### config.mk
export PLATFORM = sky130hd
export DESIGN_NAME = tag_cmd_sequencer
export DESIGN_NICKNAME = d
export VERILOG_FILES = /design/src/rtl/tag_cmd_sequencer.sv
export SDC_FILE = /design/constraint.sdc
export NUM_CORES = 1
export LEC_CHECK = 0
export BUFFER_PORTS_ARGS = -buffer_cell sky130_fd_sc_hd__buf_2
export CORE_MARGIN = 4
export CORE_UTILIZATION = 55
export CTS_CLUSTER_SIZE = 10
export DETAILED_ROUTE_END_ITERATION = 6
export PLACE_DENSITY = 0.89
export SYNTH_ARGS = -nofsm -noshare
export SYNTH_HDL_FRONTEND = slang
export SYNTH_SLANG_ARGS = --single-unit
### constraint.sdc
create_clock -name clk -period 5.8 [get_ports clk]
set_input_delay 0.29 -clock clk [delete_from_list [all_inputs] [get_ports clk]]
set_output_delay 0.29 -clock clk [all_outputs]
set_load 0.005 [all_outputs]
### src/rtl/tag_cmd_sequencer.sv
// rtl/tag_cmd_sequencer.sv - control FSM that validates, dispatches and re-arms tag command packets
module tag_cmd_sequencer #(
    parameter int unsigned REARM_CYCLES = 2,
    parameter int unsigned TIMEOUT      = 255,
    parameter logic [11:0] NOREPLY_MASK = 12'h030
) (
    input  logic        clk,
    input  logic        reset,
    input  logic [11:0] cmd_in,
    input  logic        packet_complete,
    input  logic        crc5invalid,
    input  logic        crc16invalid,
    input  logic        handler_done,
    input  logic        tx_done,
    output logic        parser_reset,
    output logic        handler_start,
    output logic [3:0]  handler_sel,
    output logic        tx_go,
    output logic        busy,
    output logic        err_crc,
    output logic        err_timeout,
    output logic [7:0]  drop_count
);

    typedef enum logic [2:0] {
        S_IDLE,
        S_CHECK,
        S_DISPATCH,
        S_WAIT_HANDLER,
        S_WAIT_TX,
        S_REARM
    } state_t;

    localparam logic [7:0] WD_LAST    = 8'(TIMEOUT - 1);
    localparam logic [7:0] REARM_LAST = 8'(REARM_CYCLES - 1);

    state_t     state;
    logic [7:0] wd_cnt;
    logic [7:0] rearm_cnt;
    logic       noreply;
    logic [3:0] sel_idx;
    logic       sel_noreply;
    logic       bad_packet;
    logic [7:0] drop_inc;

    // Multi-hot commands resolve to the lowest set bit.
    function automatic logic [3:0] lowest_index(input logic [11:0] v);
        lowest_index = 4'd0;
        for (int i = 11; i >= 0; i--) begin
            if (v[i]) lowest_index = 4'(i);
        end
    endfunction

    assign sel_idx     = lowest_index(cmd_in);
    assign sel_noreply = |((12'd1 << sel_idx) & NOREPLY_MASK);
    assign bad_packet  = crc5invalid || crc16invalid || (cmd_in == 12'd0);
    assign drop_inc    = (drop_count == 8'hFF) ? drop_count : drop_count + 8'd1;

    always_ff @(posedge clk) begin
        if (reset) begin
            state         <= S_REARM;
            parser_reset  <= 1'b1;
            rearm_cnt     <= 8'd0;
            wd_cnt        <= 8'd0;
            noreply       <= 1'b0;
            handler_start <= 1'b0;
            handler_sel   <= 4'd0;
            tx_go         <= 1'b0;
            busy          <= 1'b0;
            err_crc       <= 1'b0;
            err_timeout   <= 1'b0;
            drop_count    <= 8'd0;
        end else begin
            handler_start <= 1'b0;
            err_crc       <= 1'b0;
            err_timeout   <= 1'b0;
            case (state)
                S_IDLE: begin
                    parser_reset <= 1'b0;
                    if (packet_complete) begin
                        state <= S_CHECK;
                        busy  <= 1'b1;
                    end
                end
                S_CHECK: begin
                    if (bad_packet) begin
                        err_crc      <= 1'b1;
                        drop_count   <= drop_inc;
                        state        <= S_REARM;
                        parser_reset <= 1'b1;
                        rearm_cnt    <= 8'd0;
                    end else begin
                        handler_sel   <= sel_idx;
                        noreply       <= sel_noreply;
                        handler_start <= 1'b1;
                        state         <= S_DISPATCH;
                    end
                end
                S_DISPATCH: begin
                    wd_cnt <= 8'd0;
                    state  <= S_WAIT_HANDLER;
                end
                S_WAIT_HANDLER: begin
                    // Completion is checked before the watchdog so done wins a tie.
                    if (handler_done) begin
                        if (noreply) begin
                            state        <= S_REARM;
                            parser_reset <= 1'b1;
                            rearm_cnt    <= 8'd0;
                        end else begin
                            state  <= S_WAIT_TX;
                            tx_go  <= 1'b1;
                            wd_cnt <= 8'd0;
                        end
                    end else if (wd_cnt == WD_LAST) begin
                        err_timeout  <= 1'b1;
                        drop_count   <= drop_inc;
                        state        <= S_REARM;
                        parser_reset <= 1'b1;
                        rearm_cnt    <= 8'd0;
                    end else begin
                        wd_cnt <= wd_cnt + 8'd1;
                    end
                end
                S_WAIT_TX: begin
                    if (tx_done) begin
                        tx_go        <= 1'b0;
                        state        <= S_REARM;
                        parser_reset <= 1'b1;
                        rearm_cnt    <= 8'd0;
                    end else if (wd_cnt == WD_LAST) begin
                        tx_go        <= 1'b0;
                        err_timeout  <= 1'b1;
                        drop_count   <= drop_inc;
                        state        <= S_REARM;
                        parser_reset <= 1'b1;
                        rearm_cnt    <= 8'd0;
                    end else begin
                        wd_cnt <= wd_cnt + 8'd1;
                    end
                end
                S_REARM: begin
                    if (rearm_cnt == REARM_LAST) begin
                        state        <= S_IDLE;
                        parser_reset <= 1'b0;
                        busy         <= 1'b0;
                    end else begin
                        rearm_cnt <= rearm_cnt + 8'd1;
                    end
                end
                default: begin
                    state        <= S_REARM;
                    parser_reset <= 1'b1;
                    rearm_cnt    <= 8'd0;
                    tx_go        <= 1'b0;
                    busy         <= 1'b1;
                end
            endcase
        end
    end

endmodule

Yosys cells after proc, flatten, opt, wreduce, memory -nomap -nowiden
Index checks and enable logic that the tools add are counted.

cells by class
  add/subtract/negate cells = 3
  multiplexer cells = 58
  reductions and logical operators = 19
  bitwise logic cells = 6
  equal/unequal tests = 19
  shift operators = 1

operator list
  operator                                             number
  two-way mux 8 bit                                    15
  two-way mux 4 bit                                    12
  case mux 8 bit (3 select lines)                      2
  case mux 8 bit (5 select lines)                      1
  adder 8 x 1 -> 8 bit, second input constant          3
  two-way mux 3 bit                                    6
  case mux 3 bit (6 select lines)                      1
  two-way mux 1 bit                                    17
  equality test 8 bit, second input constant           2
  inequality test 2 bit, second input constant         8
  AND reduction 4 bit                                  4
  logical NOT 12 bit                                   1
  inequality test 3 bit, second input constant         3
  equality test 8 x 1 -> 1 bit, second input constant  1
  OR reduction 4 bit                                   2
  equality test 3 x 2 -> 1 bit, second input constant  2
  equality test 3 bit, second input constant           2
  inverter 1 bit                                       6
  case mux 1 bit (3 select lines)                      2
  case mux 1 bit (6 select lines)                      1
  AND reduction 3 bit                                  2
  nonzero test 3 bit                                   2
  OR reduction 2 bit                                   3
  left shift 1 x 4 -> 6 bit, first input constant      1
  5 further kinds                                      7

storage, ports and cells
  input bits = 19
  output and inout bits = 18
  word-level logic and storage cells = 118
  flip-flop bits (word level) = 38

Depth between registers and ports, before layout
Gate-level depths: netlist of run 1.

  depth after elaboration = 14
  depth in mapped cells = 8
  gate-level depth less buffers = 7

Worst setup path before layout of run 1
Ideal clock, no wire load.

  path kind = reg2reg
  start = reg wd_cnt[0]
  end = reg drop_count[3]
  setup time = 0.123 ns
  arrival = 1.821 ns
  clock period less this slack = 1.944 ns
  path slack = 3.856 ns
  stages on the path, launching flop included = 9
  path buffers = 1
  data required time = 5.677 ns
  cells stage by stage = dfxtp_1 -> inv_1 -> ha_1 -> and4_1 -> o211ai_1 -> a311oi_2 -> buf_6 -> nor2b_1 -> mux2_1

between the ends
  longest elaborated chain between the ends = 4
  elaborated cells on any way between the ends = 5
  classes of those cells = eq/ne (1); mux (4)

RTL lines
  what                                  RTL line  source
  start: declaration                    38        logic [7:0] wd_cnt;
  start signal: assignment              122       wd_cnt <= wd_cnt + 8'd1;
  start signal: assignment              139       wd_cnt <= wd_cnt + 8'd1;
  equality test 8 bit *                 115, 131
  two-way mux 8 bit *                   --
  two-way mux 8 bit (on tied branches)  --
  case mux 8 bit (3 select lines) *     --
  end signal: assignment                88        drop_count <= drop_inc;
  end signal: assignment                117       drop_count <= drop_inc;
  end signal: assignment                134       drop_count <= drop_inc;
  end: declaration                      22        output logic [7:0] drop_count

Mark *: on every way between the ends. The rest lies on a longest branch, timed or not. The select of a mux whose other input is x is not followed.
A chain may end at the register's enable or synchronous reset.

Final worst setup path of run 1
  start = reg state[2]
  end = reg drop_count[5]

between the ends
  longest elaborated chain between the ends = 3
  elaborated cells on any way between the ends = 9
  classes of those cells = eq/ne (6); mux (1); reduce/logical (2)

RTL lines
  what                                                                   RTL line  source
  start: declaration                                                     37        state_t state;
  start signal: assignment                                               61        state <= S_REARM;
  start signal: assignment                                               81        state <= S_CHECK;
  start signal: assignment                                               89        state <= S_REARM;
  equality test 3 bit (tied with other cells)                            77        case (state)
  inequality test 2 bit (no line) or nonzero test 3 bit (tied branches)  --
  AND reduction 4 bit (no line)                                          --

Parallel ways exist; a longest one is shown, timed or not.

==> impl_metrics.ini, run 1 <==
[setup_path]
crit_chain = nor3b_1, o211ai_1, a311oi_2, nor3b_1, mux2_1
reg2reg_slack_ns = 3.09
crit_arrival_ns = 2.90
cp-start-kind = flop
path_class = flop to flop
cp.depth = 5
critical_path.endpoint = drop_count[5]
cp-end-kind = flop
cp_common_cell = nor3b_1
reg2reg_depth = 5
startpoint = state[2]
r2r_end = drop_count[5]
timing.rr.start = state[2]
critPathBufInv = 0
cp_slowest_cell = a311oi_2
cpPeakStageDelay_ns = 0.76
required_ns = 5.98
cp_max_fo = 22
crit_family = compound AO/OA/AOI/OAI gates

[yosys]
yosysSeqAreaShare = 0.338
syn_inst = 268
syn_avg_cell_area_sq_um = 8.41
syn-cell-area_sq_mm = 0.00225
ys_ff_latch = 38
synth_edf_count = 0
yosysUniqueCellTypes = 61
ys_warn_count = 0
ys.flop_type = dfxtp_1
syn-num-nets = 292
synthArstFlopShare = 0

[placed_design]
dp_cells = 342
hpwlAfterDp_um = 3570
place_ws_ns = 3.15
finalWeightedCongestion = 0.857
port-buffer-count = 36

[timing]
period_minus_slack_ns = 2.71
finalCritPeriodShare = 0.468
fin_ws_ns = 3.09
final.setup.tns_ns = 0
rsz0062_at_grt = false
setup_viol = 0
worst_slew_margin_rel = 0.477
clock_skew_ns = 0.00855
slew_viol_final = 0
hold_violations = 0
max_freq_mhz = 369
tightest_slew_ns = 0.785

[clocking]
cts_root_buf = clkbuf_8
post_cts_resized = 0
clkSinkCount = 38
cts_hold_buffers = 0
h-tree-depth = 2
cts_buffers = 5
path_clk_slew_ns = 0.07
cts_tree = yes
clk_latency_ns = 0.29
post_cts.repair.setup_buffers = 0
cts.path.max_buffers = 2

[global_route]
grt_pass1_wl_um = 8950
antenna_found_initial = 0
grt_overflow_total = 0
grt_max_degree = 42
grt_pass1_vias = 2000
grtUsageTotal = 0.215

[pwr]
p_per_area_mw_per_mm2 = 286
vdd_ir_drop_max_uv = 229
p_leak_nw = 1.00

[floorplan]
die_area_sq_mm = 0.00519
ioPinCount = 37
die_h_um = 72.0
fp.coreArea_sq_mm = 0.00397
die_w_um = 72.0
start_util = 0.567
rows = 23

[route]
wire_per_inst_um = 14.9
vias_per_cell = 6.06
wl_um = 5190
drc = 0
firstDrtPassIters = 4
drt_iter0_drc = 222
vias = 2116
ant_nets = 0

[final_layout]
diodes = 0
drive_gt1_frac = 0.174
area_growth_pct = 11.0
finalNonFillerCells = 349
fin_nets = 323

[outcome]
status = finished, final reports clean

[flow_run]
max_cap_violations = 0

[min_path]
holdCritPathClass = input port to flop
cells by family after synthesis:
logic type	share of synthesized area
XOR/XNOR	0.00389
AO/OA/AOI/OAI	0.253
buffers and inverters	0.0444
AND/OR/NAND/NOR	0.313
adder cells (fa/ha/maj)	0.0278
multiplexers	0.0211
flip-flops	0.338
flip-flops by register name, summed over array words and instances, names as in the netlist:
name,cells
parser_reset,1
busy,1
rearm_cnt,8
handler_sel,4
drop_count,8
wd_cnt,8
noreply,1
state,3
tx_go,1
err_timeout,1
handler_start,1
err_crc,1
metal layers:
metal | vias to the layer above | track usage | share of wire
li1 | 1066 | - | -
met1 | 975 | 0.268 | 0.44
met2 | 61 | 0.358 | 0.49
met3 | 14 | 0.0429 | 0.049
met4 | 0 | 0.0960 | 0.020
met5 | - | 0 | 0
power breakdown:
group / internal (mW) / switching [mW]
Combinational: 0.0904 / 0.133
Sequential: 0.282 / 0.0393
Clock: 0.0828 / 0.0888
area by class of cell:
class	count	area (sq um)
clock buffers	7	76.3
fillers	333	1470
inverters	8	30.0
multi-input cells	210	1390
flip-flops and latches	38	761
well taps	50	62.6
repair buffers	36	180
worst min path at each step:
stage	start	slack, ns	cells after the start	end
after floorplan	noreply	0.44	2	noreply
after global placement	handler_sel[1]	0.44	2	handler_sel[1]
final	packet_complete	0.33	3	state[0]
after global routing	cmd_in[0]	0.35	3	handler_sel[1]
after detailed placement	handler_sel[3]	0.44	2	handler_sel[3]
after CTS	packet_complete	0.33	3	state[0]
synth_stat cells, types with 3 or more instances:
master | n | area share
nor2b_1 | 6 | 0.017
nand2b_1 | 8 | 0.022
a41oi_1 | 3 | 0.012
dfxtp_1 | 38 | 0.34
o21a_1 | 5 | 0.017
ha_1 | 5 | 0.028
a311oi_1 | 3 | 0.012
a211oi_1 | 7 | 0.023
nor4_4 | 3 | 0.028
and3_1 | 7 | 0.019
inv_1 | 8 | 0.013
clkbuf_1 | 7 | 0.012
nor3_1 | 7 | 0.016
buf_6 | 3 | 0.015
nand4_1 | 5 | 0.014
a21oi_1 | 32 | 0.071
nand3b_1 | 3 | 0.010
nand2_1 | 17 | 0.028
nor2_1 | 29 | 0.048
nor3b_1 | 4 | 0.013
a21o_1 | 3 | 0.010
o21ai_0 | 10 | 0.022
nand3_1 | 5 | 0.011
metrics by stage:
step / hold slack (ns) / power (mW) / instance area, sq um / util
after floorplan: 0.441 / 0.491 / 2250 / -
after global placement: 0.444 / 0.538 / 2430 / 0.611
after global routing: 0.346 / 0.762 / 2500 / 0.630
final: 0.331 / 0.716 / 2500 / 0.630
after CTS: 0.333 / 0.715 / 2500 / 0.630
after detailed placement: 0.444 / 0.546 / 2430 / 0.611
worst register-to-register path, stage by stage, from the launching register on:
cell      delay, ns
dfxtp_1        0.75
nor3b_1        0.27
o211ai_1       0.20
a311oi_2       0.76
nor3b_1        0.28
mux2_1         0.33
cell usage in the layout, fill, tap and decap left out, types with 3 or more instances in the layout:
master,count
a21o_1,3
buf_2,36
nor3_1,7
a41oi_1,3
nand3_1,5
dfxtp_1,38
nor3b_1,4
a211oi_1,7
nand2b_1,8
o21a_1,5
clkbuf_8,5
nor2b_1,6
nor2_1,29
a21oi_1,32
ha_1,5
nand2_1,17
and3_1,7
nand3b_1,3
a311oi_1,3
inv_1,8
nand4_1,5
nor4_4,3
o21ai_0,10
No activity file was read; power rests on OpenSTA's default activity.
==> inputs of run 2 (changes only) <==
==> constraint.sdc (replaced) <==
create_clock -name clk -period 2.61 [get_ports clk]
set_input_delay 0.1305 -clock clk [delete_from_list [all_inputs] [get_ports clk]]
set_output_delay 0.1305 -clock clk [all_outputs]
set_load 0.005 [all_outputs]
==> impl_metrics.ini, run 2 (synthesis results as in run 1) <==
[final_layout]
diodes = 0
multi_input_area_sq_mm = 0.00139
seq_area_sq_um = 761
fin_nets = 328
fillers = 336
drive_gt1_frac = 0.197
reg_top3 = drop_count (8), rearm_cnt (8), wd_cnt (8)
fin_area_sq_mm = 0.00257
area_growth_pct = 14.2
layout_commonest_cell = dfxtp_1
layout_common_cells = dfxtp_1 (38), buf_2 (36), a21oi_1 (32), nor2_1 (29), nand2_1 (17)

[setup_path]
crit_arrival_ns = 2.45
r2r_end = drop_count[5]
reg2reg_depth = 5
cp-end-kind = flop
cp_slowest_cell = dfxtp_1
timing.rr.start = state[2]
cp-start-kind = flop
crit_family = flip-flops
critPathBufInv = 0
cpPeakStageDelay_ns = 0.64
path_class = flop to flop
cp_common_cell = nor3b_1
crit_chain = nor3b_1, o211ai_1, a311oi_2, nor3b_1, mux2_1
reg2reg_slack_ns = 0.33
required_ns = 2.78
cp_max_fo = 16

[route]
vias = 2183
wl_um = 5260
vias_per_cell = 6.15
wire_per_inst_um = 14.8
drt_iter0_drc = 198
ant_nets = 0
firstDrtPassIters = 5
drc = 0

[pwr]
p_leak_nw = 1.05
p_per_area_mw_per_mm2 = 664
vdd_ir_drop_max_uv = 390

[floorplan]
start_util = 0.567
ioPinCount = 37
die_h_um = 72.0
die_area_sq_mm = 0.00519
rows = 23
fp.coreArea_sq_mm = 0.00397
die_w_um = 72.0

[global_route]
antenna_found_initial = 0
grt_max_degree = 42
grt_overflow_total = 0
grt_pass1_wl_um = 8860
grtUsageTotal = 0.211
grt_pass1_vias = 1972

[min_path]
min_path_cells = 3
holdPathEnd = state[0]
hold_start = packet_complete
holdCritPathClass = input port to flop

[clocking]
post_cts.repair.setup_buffers = 0
clkSinkCount = 38
clk_latency_ns = 0.29
cts_tree = yes
cts.path.max_buffers = 2
cts_hold_buffers = 0
path_clk_slew_ns = 0.07
post_cts_resized = 0
h-tree-depth = 2
cts_buffers = 5
cts_root_buf = clkbuf_8

[timing]
max_freq_mhz = 439
worst_slew_margin_rel = 0.515
setup_viol = 0
tightest_slew_ns = 0.728
rsz0062_at_grt = false
finalCritPeriodShare = 0.872
slew_viol_final = 0
clock_skew_ns = 0.00766
period_minus_slack_ns = 2.28
hold_violations = 0
final.setup.tns_ns = 0

[placed_design]
hpwlAfterDp_um = 3810
port-buffer-count = 36
placed_area_sq_mm = 0.00246
finalWeightedCongestion = 0.852

[outcome]
status = finished, final reports clean

[flow_run]
max_cap_violations = 0
[run 2: cell count changes in the layout (fill, tap and decap cells not counted)]
cell and delta:
clkbuf_8 +3, buf_4 +5, clkbuf_1 -2
[run 2: cell type report]
| class | instances | share of cell area |
|---|---|---|
| inverters | 8 | 0.0117 |
| well taps | 50 | 0.0243 |
| flip-flops and latches | 38 | 0.296 |
| repair buffers | 41 | 0.0846 |
| multi-input cells | 210 | 0.541 |
| clock buffers | 8 | 0.0428 |
[run 2: where the power goes]
group | total (mW) | internal, mW | switching, mW
sequential | 0.695 | 0.627 | 0.0689
combinational | 0.544 | 0.221 | 0.323
clock | 0.469 | 0.267 | 0.203
[run 2: worst max-delay path by stage]
stage	startpoint	end	slack, ns	depth (start not counted)
after global placement	state[2]	drop_count[5]	0.50	5
final	state[2]	drop_count[5]	0.33	5
after CTS	state[2]	drop_count[5]	0.36	5
after floorplan	wd_cnt[0]	drop_count[3]	0.67	8
after global routing	state[2]	drop_count[5]	0.20	5
after detailed placement	state[2]	drop_count[5]	0.38	5
[run 2: layer usage]
layer | vias to the layer above | wire length (um) | track usage
met3 | 13 | 301 | 0.0429
met5 | - | 0 | 0
met1 | 1021 | 2290 | 0.275
met2 | 76 | 2580 | 0.352
li1 | 1073 | - | -
met4 | 0 | 91 | 0.0626
[run 2: worst register-to-register path, stage by stage, from the launching register on]
cell and delay [ns]:
dfxtp_1 0.64, nor3b_1 0.30, o211ai_1 0.21, a311oi_2 0.41, nor3b_1 0.25, mux2_1 0.35
[run 2: through the flow]
| stage | utilization | total power [mW] | std cells | setup slack (ns) | hold WS [ns] |
|---|---|---|---|---|---|
| 2_1_floorplan | - | 1.09 | 268 | 0.666 | 0.296 |
| 3_3_place_gp | 0.620 | 1.22 | 347 | 0.500 | 0.444 |
| 3_5_place_dp | 0.620 | 1.24 | 347 | 0.381 | 0.449 |
| 4_1_cts | 0.648 | 1.71 | 355 | 0.358 | 0.168 |
| 5_1_grt | 0.648 | 1.81 | 355 | 0.196 | 0.180 |
| 6_report | 0.648 | 1.71 | 355 | 0.335 | 0.169 |
